--- config.mk ---
export PLATFORM = sky130hd
export DESIGN_NAME = uart_cmd_ctrl_flat
export DESIGN_NICKNAME = d
export VERILOG_FILES = /design/src/rtl/uart_cmd_ctrl_if.sv /design/src/rtl/uart_cmd_ctrl.sv /design/src/flat_wrapper.sv
export SDC_FILE = /design/constraint.sdc
export NUM_CORES = 1
export LEC_CHECK = 0
export CORE_MARGIN = 8
export CORE_UTILIZATION = 47
export CTS_CLUSTER_DIAMETER = 60
export DETAILED_ROUTE_END_ITERATION = 8
export HOLD_SLACK_MARGIN = 0.03
export PLACE_DENSITY = 0.84
export RECOVER_POWER = 25
export SYNTH_ARGS = -nofsm -noshare
export SYNTH_HDL_FRONTEND = slang
export SYNTH_SLANG_ARGS = --single-unit
export TNS_END_PERCENT = 100
--- constraint.sdc ---
create_clock -name CLK -period 4.5 [get_ports CLK]
set_input_delay 0.9 -clock CLK [delete_from_list [all_inputs] [get_ports CLK]]
set_output_delay 0.9 -clock CLK [all_outputs]
set_load 0.01 [all_outputs]
--- src/rtl/uart_cmd_ctrl_if.sv ---
// Signal bundle between the UART command controller and its neighbours:
// the UART receiver, the register file and the TX FIFO.
interface uart_cmd_ctrl_if #(
    parameter int DATA_WIDTH = 8,
    parameter int ADDR_WIDTH = 4
);
    // All *_VLD / *En signals are single-cycle strobes with no acknowledge.
    // The only flow control is FIFO_FULL: a TX_D_VLD strobe is issued only
    // in a cycle where FIFO_FULL is low, and that strobe counts as the push.
    logic [DATA_WIDTH-1:0] RX_P_DATA;
    logic                  RX_D_VLD;
    logic                  RX_ERR;
    logic [ADDR_WIDTH-1:0] RF_Address;
    logic                  RF_WrEn;
    logic                  RF_RdEn;
    logic [DATA_WIDTH-1:0] RF_WrData;
    logic [DATA_WIDTH-1:0] RF_RdData;
    logic                  RF_RdData_VLD;
    logic [DATA_WIDTH-1:0] TX_P_DATA;
    logic                  TX_D_VLD;
    logic                  FIFO_FULL;
    logic                  Busy;
    logic                  CMD_ERR;

    modport master (
        input  RX_P_DATA, RX_D_VLD, RX_ERR, RF_RdData, RF_RdData_VLD, FIFO_FULL,
        output RF_Address, RF_WrEn, RF_RdEn, RF_WrData, TX_P_DATA, TX_D_VLD,
               Busy, CMD_ERR
    );

    modport slave (
        output RX_P_DATA, RX_D_VLD, RX_ERR, RF_RdData, RF_RdData_VLD, FIFO_FULL,
        input  RF_Address, RF_WrEn, RF_RdEn, RF_WrData, TX_P_DATA, TX_D_VLD,
               Busy, CMD_ERR
    );
endinterface

--- src/rtl/uart_cmd_ctrl.sv ---
// Decodes UART write/read frames into register-file accesses and pushes
// read responses into the TX FIFO.
module uart_cmd_ctrl #(
    parameter int                    DATA_WIDTH = 8,
    parameter int                    ADDR_WIDTH = 4,
    parameter logic [DATA_WIDTH-1:0] WR_CMD     = 8'hAA,
    parameter logic [DATA_WIDTH-1:0] RD_CMD     = 8'hBB,
    parameter int                    RD_TIMEOUT = 15
) (
    input  logic             CLK,
    input  logic             RST,
    uart_cmd_ctrl_if.master  bus,
    output logic [2:0]       dbg_state
);

    typedef enum logic [2:0] {
        IDLE    = 3'd0,
        WR_ADDR = 3'd1,
        WR_DATA = 3'd2,
        RD_ADDR = 3'd3,
        RD_WAIT = 3'd4,
        TX_PUSH = 3'd5
    } state_t;

    localparam int               CNT_W    = $clog2(RD_TIMEOUT + 1);
    localparam logic [CNT_W-1:0] CNT_LAST = CNT_W'(RD_TIMEOUT - 1);

    state_t                state_q, state_n;
    logic [ADDR_WIDTH-1:0] addr_q, addr_n;
    logic [DATA_WIDTH-1:0] wr_data_q, wr_data_n;
    logic [DATA_WIDTH-1:0] tx_data_q, tx_data_n;
    logic [CNT_W-1:0]      cnt_q, cnt_n;
    logic                  wr_en_q, wr_en_n;
    logic                  rd_en_q, rd_en_n;
    logic                  err_q, err_n;
    logic                  addr_ok;
    logic                  rx_ok;

    // An address byte is only legal if it fits the register-file address space.
    assign addr_ok = ((bus.RX_P_DATA >> ADDR_WIDTH) == '0);
    assign rx_ok   = bus.RX_D_VLD && !bus.RX_ERR;

    always_ff @(posedge CLK) begin
        if (RST) begin
            state_q   <= IDLE;
            addr_q    <= '0;
            wr_data_q <= '0;
            tx_data_q <= '0;
            cnt_q     <= '0;
            wr_en_q   <= 1'b0;
            rd_en_q   <= 1'b0;
            err_q     <= 1'b0;
        end else begin
            state_q   <= state_n;
            addr_q    <= addr_n;
            wr_data_q <= wr_data_n;
            tx_data_q <= tx_data_n;
            cnt_q     <= cnt_n;
            wr_en_q   <= wr_en_n;
            rd_en_q   <= rd_en_n;
            err_q     <= err_n;
        end
    end

    always_comb begin
        state_n   = state_q;
        addr_n    = addr_q;
        wr_data_n = wr_data_q;
        tx_data_n = tx_data_q;
        cnt_n     = cnt_q;
        wr_en_n   = 1'b0;
        rd_en_n   = 1'b0;
        err_n     = 1'b0;
        case (state_q)
            IDLE: begin
                if (rx_ok) begin
                    if (bus.RX_P_DATA == WR_CMD) begin
                        state_n = WR_ADDR;
                    end else if (bus.RX_P_DATA == RD_CMD) begin
                        state_n = RD_ADDR;
                    end
                end
            end
            WR_ADDR, RD_ADDR: begin
                if (bus.RX_D_VLD) begin
                    if (bus.RX_ERR || !addr_ok) begin
                        err_n   = 1'b1;
                        state_n = IDLE;
                    end else begin
                        addr_n = bus.RX_P_DATA[ADDR_WIDTH-1:0];
                        if (state_q == WR_ADDR) begin
                            state_n = WR_DATA;
                        end else begin
                            rd_en_n = 1'b1;
                            cnt_n   = '0;
                            state_n = RD_WAIT;
                        end
                    end
                end
            end
            WR_DATA: begin
                if (bus.RX_D_VLD) begin
                    state_n = IDLE;
                    if (bus.RX_ERR) begin
                        err_n = 1'b1;
                    end else begin
                        wr_en_n   = 1'b1;
                        wr_data_n = bus.RX_P_DATA;
                    end
                end
            end
            RD_WAIT: begin
                // Bytes arriving while a read is outstanding are dropped and flagged.
                err_n = bus.RX_D_VLD;
                cnt_n = cnt_q + 1'b1;
                if (bus.RF_RdData_VLD) begin
                    tx_data_n = bus.RF_RdData;
                    state_n   = TX_PUSH;
                end else if (cnt_q == CNT_LAST) begin
                    err_n   = 1'b1;
                    state_n = IDLE;
                end
            end
            TX_PUSH: begin
                err_n = bus.RX_D_VLD;
                if (!bus.FIFO_FULL) begin
                    state_n = IDLE;
                end
            end
            default: state_n = IDLE;
        endcase
    end

    assign bus.RF_Address = addr_q;
    assign bus.RF_WrEn    = wr_en_q;
    assign bus.RF_RdEn    = rd_en_q;
    assign bus.RF_WrData  = wr_data_q;
    assign bus.TX_P_DATA  = tx_data_q;
    assign bus.TX_D_VLD   = (state_q == TX_PUSH) && !bus.FIFO_FULL;
    assign bus.Busy       = (state_q != IDLE);
    assign bus.CMD_ERR    = err_q;
    assign dbg_state      = state_q;

endmodule

--- src/flat_wrapper.sv ---
// flat-port wrapper written by rule: the top's interface ports become plain ports
module uart_cmd_ctrl_flat 
#(
    parameter int                    DATA_WIDTH = 8,
    parameter int                    ADDR_WIDTH = 4,
    parameter logic [DATA_WIDTH-1:0] WR_CMD     = 8'hAA,
    parameter logic [DATA_WIDTH-1:0] RD_CMD     = 8'hBB,
    parameter int                    RD_TIMEOUT = 15
)
  (CLK, RST, dbg_state, bus_RX_P_DATA, bus_RX_D_VLD, bus_RX_ERR, bus_RF_RdData, bus_RF_RdData_VLD, bus_FIFO_FULL, bus_RF_Address, bus_RF_WrEn, bus_RF_RdEn, bus_RF_WrData, bus_TX_P_DATA, bus_TX_D_VLD, bus_Busy, bus_CMD_ERR);
  uart_cmd_ctrl_if #(.DATA_WIDTH(DATA_WIDTH), .ADDR_WIDTH(ADDR_WIDTH)) bus_i ();
  input  logic CLK;
  input  logic RST;
  output logic [2:0] dbg_state;
  input wire logic [$bits(bus_i.RX_P_DATA)-1:0] bus_RX_P_DATA;
  input wire logic [$bits(bus_i.RX_D_VLD)-1:0] bus_RX_D_VLD;
  input wire logic [$bits(bus_i.RX_ERR)-1:0] bus_RX_ERR;
  input wire logic [$bits(bus_i.RF_RdData)-1:0] bus_RF_RdData;
  input wire logic [$bits(bus_i.RF_RdData_VLD)-1:0] bus_RF_RdData_VLD;
  input wire logic [$bits(bus_i.FIFO_FULL)-1:0] bus_FIFO_FULL;
  output wire logic [$bits(bus_i.RF_Address)-1:0] bus_RF_Address;
  output wire logic [$bits(bus_i.RF_WrEn)-1:0] bus_RF_WrEn;
  output wire logic [$bits(bus_i.RF_RdEn)-1:0] bus_RF_RdEn;
  output wire logic [$bits(bus_i.RF_WrData)-1:0] bus_RF_WrData;
  output wire logic [$bits(bus_i.TX_P_DATA)-1:0] bus_TX_P_DATA;
  output wire logic [$bits(bus_i.TX_D_VLD)-1:0] bus_TX_D_VLD;
  output wire logic [$bits(bus_i.Busy)-1:0] bus_Busy;
  output wire logic [$bits(bus_i.CMD_ERR)-1:0] bus_CMD_ERR;
  assign bus_i.RX_P_DATA = bus_RX_P_DATA;
  assign bus_i.RX_D_VLD = bus_RX_D_VLD;
  assign bus_i.RX_ERR = bus_RX_ERR;
  assign bus_i.RF_RdData = bus_RF_RdData;
  assign bus_i.RF_RdData_VLD = bus_RF_RdData_VLD;
  assign bus_i.FIFO_FULL = bus_FIFO_FULL;
  assign bus_RF_Address = bus_i.RF_Address;
  assign bus_RF_WrEn = bus_i.RF_WrEn;
  assign bus_RF_RdEn = bus_i.RF_RdEn;
  assign bus_RF_WrData = bus_i.RF_WrData;
  assign bus_TX_P_DATA = bus_i.TX_P_DATA;
  assign bus_TX_D_VLD = bus_i.TX_D_VLD;
  assign bus_Busy = bus_i.Busy;
  assign bus_CMD_ERR = bus_i.CMD_ERR;
  uart_cmd_ctrl #(.DATA_WIDTH(DATA_WIDTH), .ADDR_WIDTH(ADDR_WIDTH), .WR_CMD(WR_CMD), .RD_CMD(RD_CMD), .RD_TIMEOUT(RD_TIMEOUT)) u_core (.CLK(CLK), .RST(RST), .bus(bus_i), .dbg_state(dbg_state));
endmodule
==> results.txt <==
Total Routing Usage GR - 0.149
Worst Setup EP - bus_TX_D_VLD
Max Slew Vio Count - 0
Peak VDD IR - 0.292 mV
wire per inst - 15.3 um
area growth from synthesis to layout - 41.9%
Residual DRC - 0
most common cell after layout, fill and taps aside - clkdlybuf4s50_1
Die X - 69.5 um
worst endpoint required time - 3600 ps
syn avg cell area - 8.42 um2
die area - 4840 um2
Post-Route WL - 3660 um
Final Hold Fails - 0
Buf/Inv on CP - 2
Async SR Flop Fraction - 0
clock root cell - clkbuf_4
PnR Total Power - 0.522 mW
Placer Congestion - 0.844
CP max-delay cell - clkdlybuf4s50_1
first-pass GRT wire length - 6070 um
outcome - complete, no violations
RSZ-0062 raised after global routing - no
vias in the first global route - 1356
Clock Pin Slew Worst Setup and Hold Paths - 100 ps
gr ovfl total - 0
Synth Warn # - 0
1st-pass router iterations - 4
f_max - 338 MHz
share of cells above drive strength 1 - 0.0718
worst-margin pin slew - 1100 ps
Leak - 0.665 nW
Die Y-Extent - 69.5 um
r2r setup slk - 2480 ps
max cap viols - 0
IO buf count - 49
part of the cycle the worst path needs - 0.658
number of synthesized flops with an enable pin - 0
Crit. path cell count - 3
FP Rows - 19
Final nets - 232
initial core utilization - 0.493
CP max stage delay - 570 ps
Filler Cell Count - 225
maximum clock path buffer count - 2
# H-tree levels - 2
CP Capture Type - output port
Tmin final - 2960 ps
Post-DRT Antenna Nets - 0
CTS buffer count - 5
Post-CTS Hold Buffers - 0
clk_lat worst skew - 330 ps
Synth Instances - 160
r2r endpoint - u_core.cnt_q[1]
Most used DFF post-synth - dfxtp_1
crit start category - input pin
pwr/cell area - 273 nW/um2
Vias per Instance - 5.55
Final HPWL DP - 2810 um
R2R cell count - 4
Yosys cell types - 38
Slew headroom - 0.262
Critical Path, Cell by Cell - clkdlybuf4s50_1, nor3_1, clkdlybuf4s50_1
IO Count - 50
drt first-iter violations - 75
Final setup viols - 0
worst setup path startpoint - bus_FIFO_FULL
worst hold path depth - 2
CTS tree - done
largest net degree at the start of global routing - 33
WP data arrival - 2060 ps
final setup TNS - 0 ps
Hold Crit Class - reg -> reg
Largest delay share family, worst path - buffers and inverters
share of the yosys chip area belonging to registers - 0.446
CTS Sinks - 30
initial antenna violation count - 0
CTS resizes - 0
Fin Clk Skew - 14.0 ps
CORE AREA - 2730 um2
FF+latch count, synth - 30
CP dominant cell by count - clkdlybuf4s50_1
crit-path max FO - 2
most frequent cells in the layout - clkdlybuf4s50_1, dfxtp_1, nand2_1, a21oi_1, nor2_1
Post-CTS Setup Inserts - 0
antenna cell count - 0
DR vias - 1333
Worst R2R Start - u_core.dbg_state[0]
CP Class - in -> out
Synth Cell Area - 1350 um2
Syn Nets - 184
-- metrics by stage --
stage | utilization | setup slack [ps] | hold WS [ps] | instances | instance area [um2]
after floorplan | - | 2410 | 439 | 160 | 1350
after global placement | 0.676 | 1560 | 441 | 232 | 1850
after detailed placement | 0.676 | 1520 | 448 | 232 | 1850
after CTS | 0.699 | 1520 | 462 | 240 | 1910
after global routing | 0.699 | 1470 | 482 | 240 | 1910
final | 0.699 | 1540 | 460 | 240 | 1910
-- worst min-delay path, delay by kind of cell (launching register included) --
| family | cells | cell delay (ps) |
|---|---|---|
| simple gates | 1 | 50 |
| flops | 1 | 320 |
| compound gates | 1 | 50 |
-- logic make-up (layout without fill, tap and decap cells) --
kind of cell | count (synthesis) | count (layout) | share of synthesized area
AO/OA/AOI/OAI | 30 | 30 | 0.132
multiplexers | 11 | 11 | 0.0836
flip-flops | 30 | 30 | 0.446
buffers and inverters | 12 | 61 | 0.0353
AND/OR/NAND/NOR | 74 | 74 | 0.279
XOR/XNOR | 1 | 1 | 0.00650
adder cells (fa/ha/maj) | 2 | 2 | 0.0186
-- final cells by class --
type | count | area [um2] | share of cell area
multi-input cells | 118 | 699 | 0.366
well taps | 31 | 38.8 | 0.0203
inverters | 3 | 11.3 | 0.00589
flip-flops and latches | 30 | 601 | 0.314
repair buffers | 50 | 498 | 0.260
clock buffers | 6 | 51.3 | 0.0268
clock inverters | 2 | 12.5 | 0.00654
-- flip-flops by register name, summed over array words and instances (netlist names) --
name and cells:
u_core.bus.RF_Address 4, u_core.dbg_state 3, u_core.bus.RF_WrData 8, u_core.cnt_q 4, u_core.bus.TX_P_DATA 8, u_core.bus.CMD_ERR 1
u_core.bus.RF_WrEn 1, u_core.bus.RF_RdEn 1
-- worst min path at each step --
stage                            startpoint                      end
global placement    u_core.bus.TX_P_DATA[7]  u_core.bus.TX_P_DATA[7]
floorplan                   u_core.cnt_q[3]          u_core.cnt_q[3]
global route        u_core.bus.TX_P_DATA[1]  u_core.bus.TX_P_DATA[1]
finish              u_core.bus.TX_P_DATA[1]  u_core.bus.TX_P_DATA[1]
detailed placement  u_core.bus.TX_P_DATA[1]  u_core.bus.TX_P_DATA[1]
CTS                 u_core.bus.TX_P_DATA[1]  u_core.bus.TX_P_DATA[1]
-- layer usage --
| layer | share of wire | vias up | track usage |
|---|---|---|---|
| li1 | - | 657 | - |
| met1 | 0.39 | 630 | 0.143 |
| met2 | 0.52 | 39 | 0.279 |
| met3 | 0.068 | 7 | 0.0558 |
| met4 | 0.018 | 0 | 0.0547 |
| met5 | 0 | - | 0 |
-- power by group --
part / internal (mW) / switching (mW)
clock: 0.0750 / 0.0961
combinational: 0.0409 / 0.0307
sequential: 0.270 / 0.00914
total: 0.386 / 0.136
-- synth_stat cells (all sizes together), types with 2 or more instances --
cell / instances / share of area
nand3: 8 / 0.030
mux2: 2 / 0.017
nor2b: 4 / 0.019
ha: 2 / 0.019
nand2b: 4 / 0.019
nand2: 25 / 0.070
mux2i: 9 / 0.067
dfxtp: 30 / 0.45
buf: 2 / 0.0074
a21oi: 17 / 0.063
o21ai: 5 / 0.021
nor3b: 2 / 0.011
clkbuf: 7 / 0.020
inv: 3 / 0.0084
nor3: 5 / 0.019
nor4: 2 / 0.014
nor2: 16 / 0.046
No activity file was read; power rests on OpenSTA's default activity.
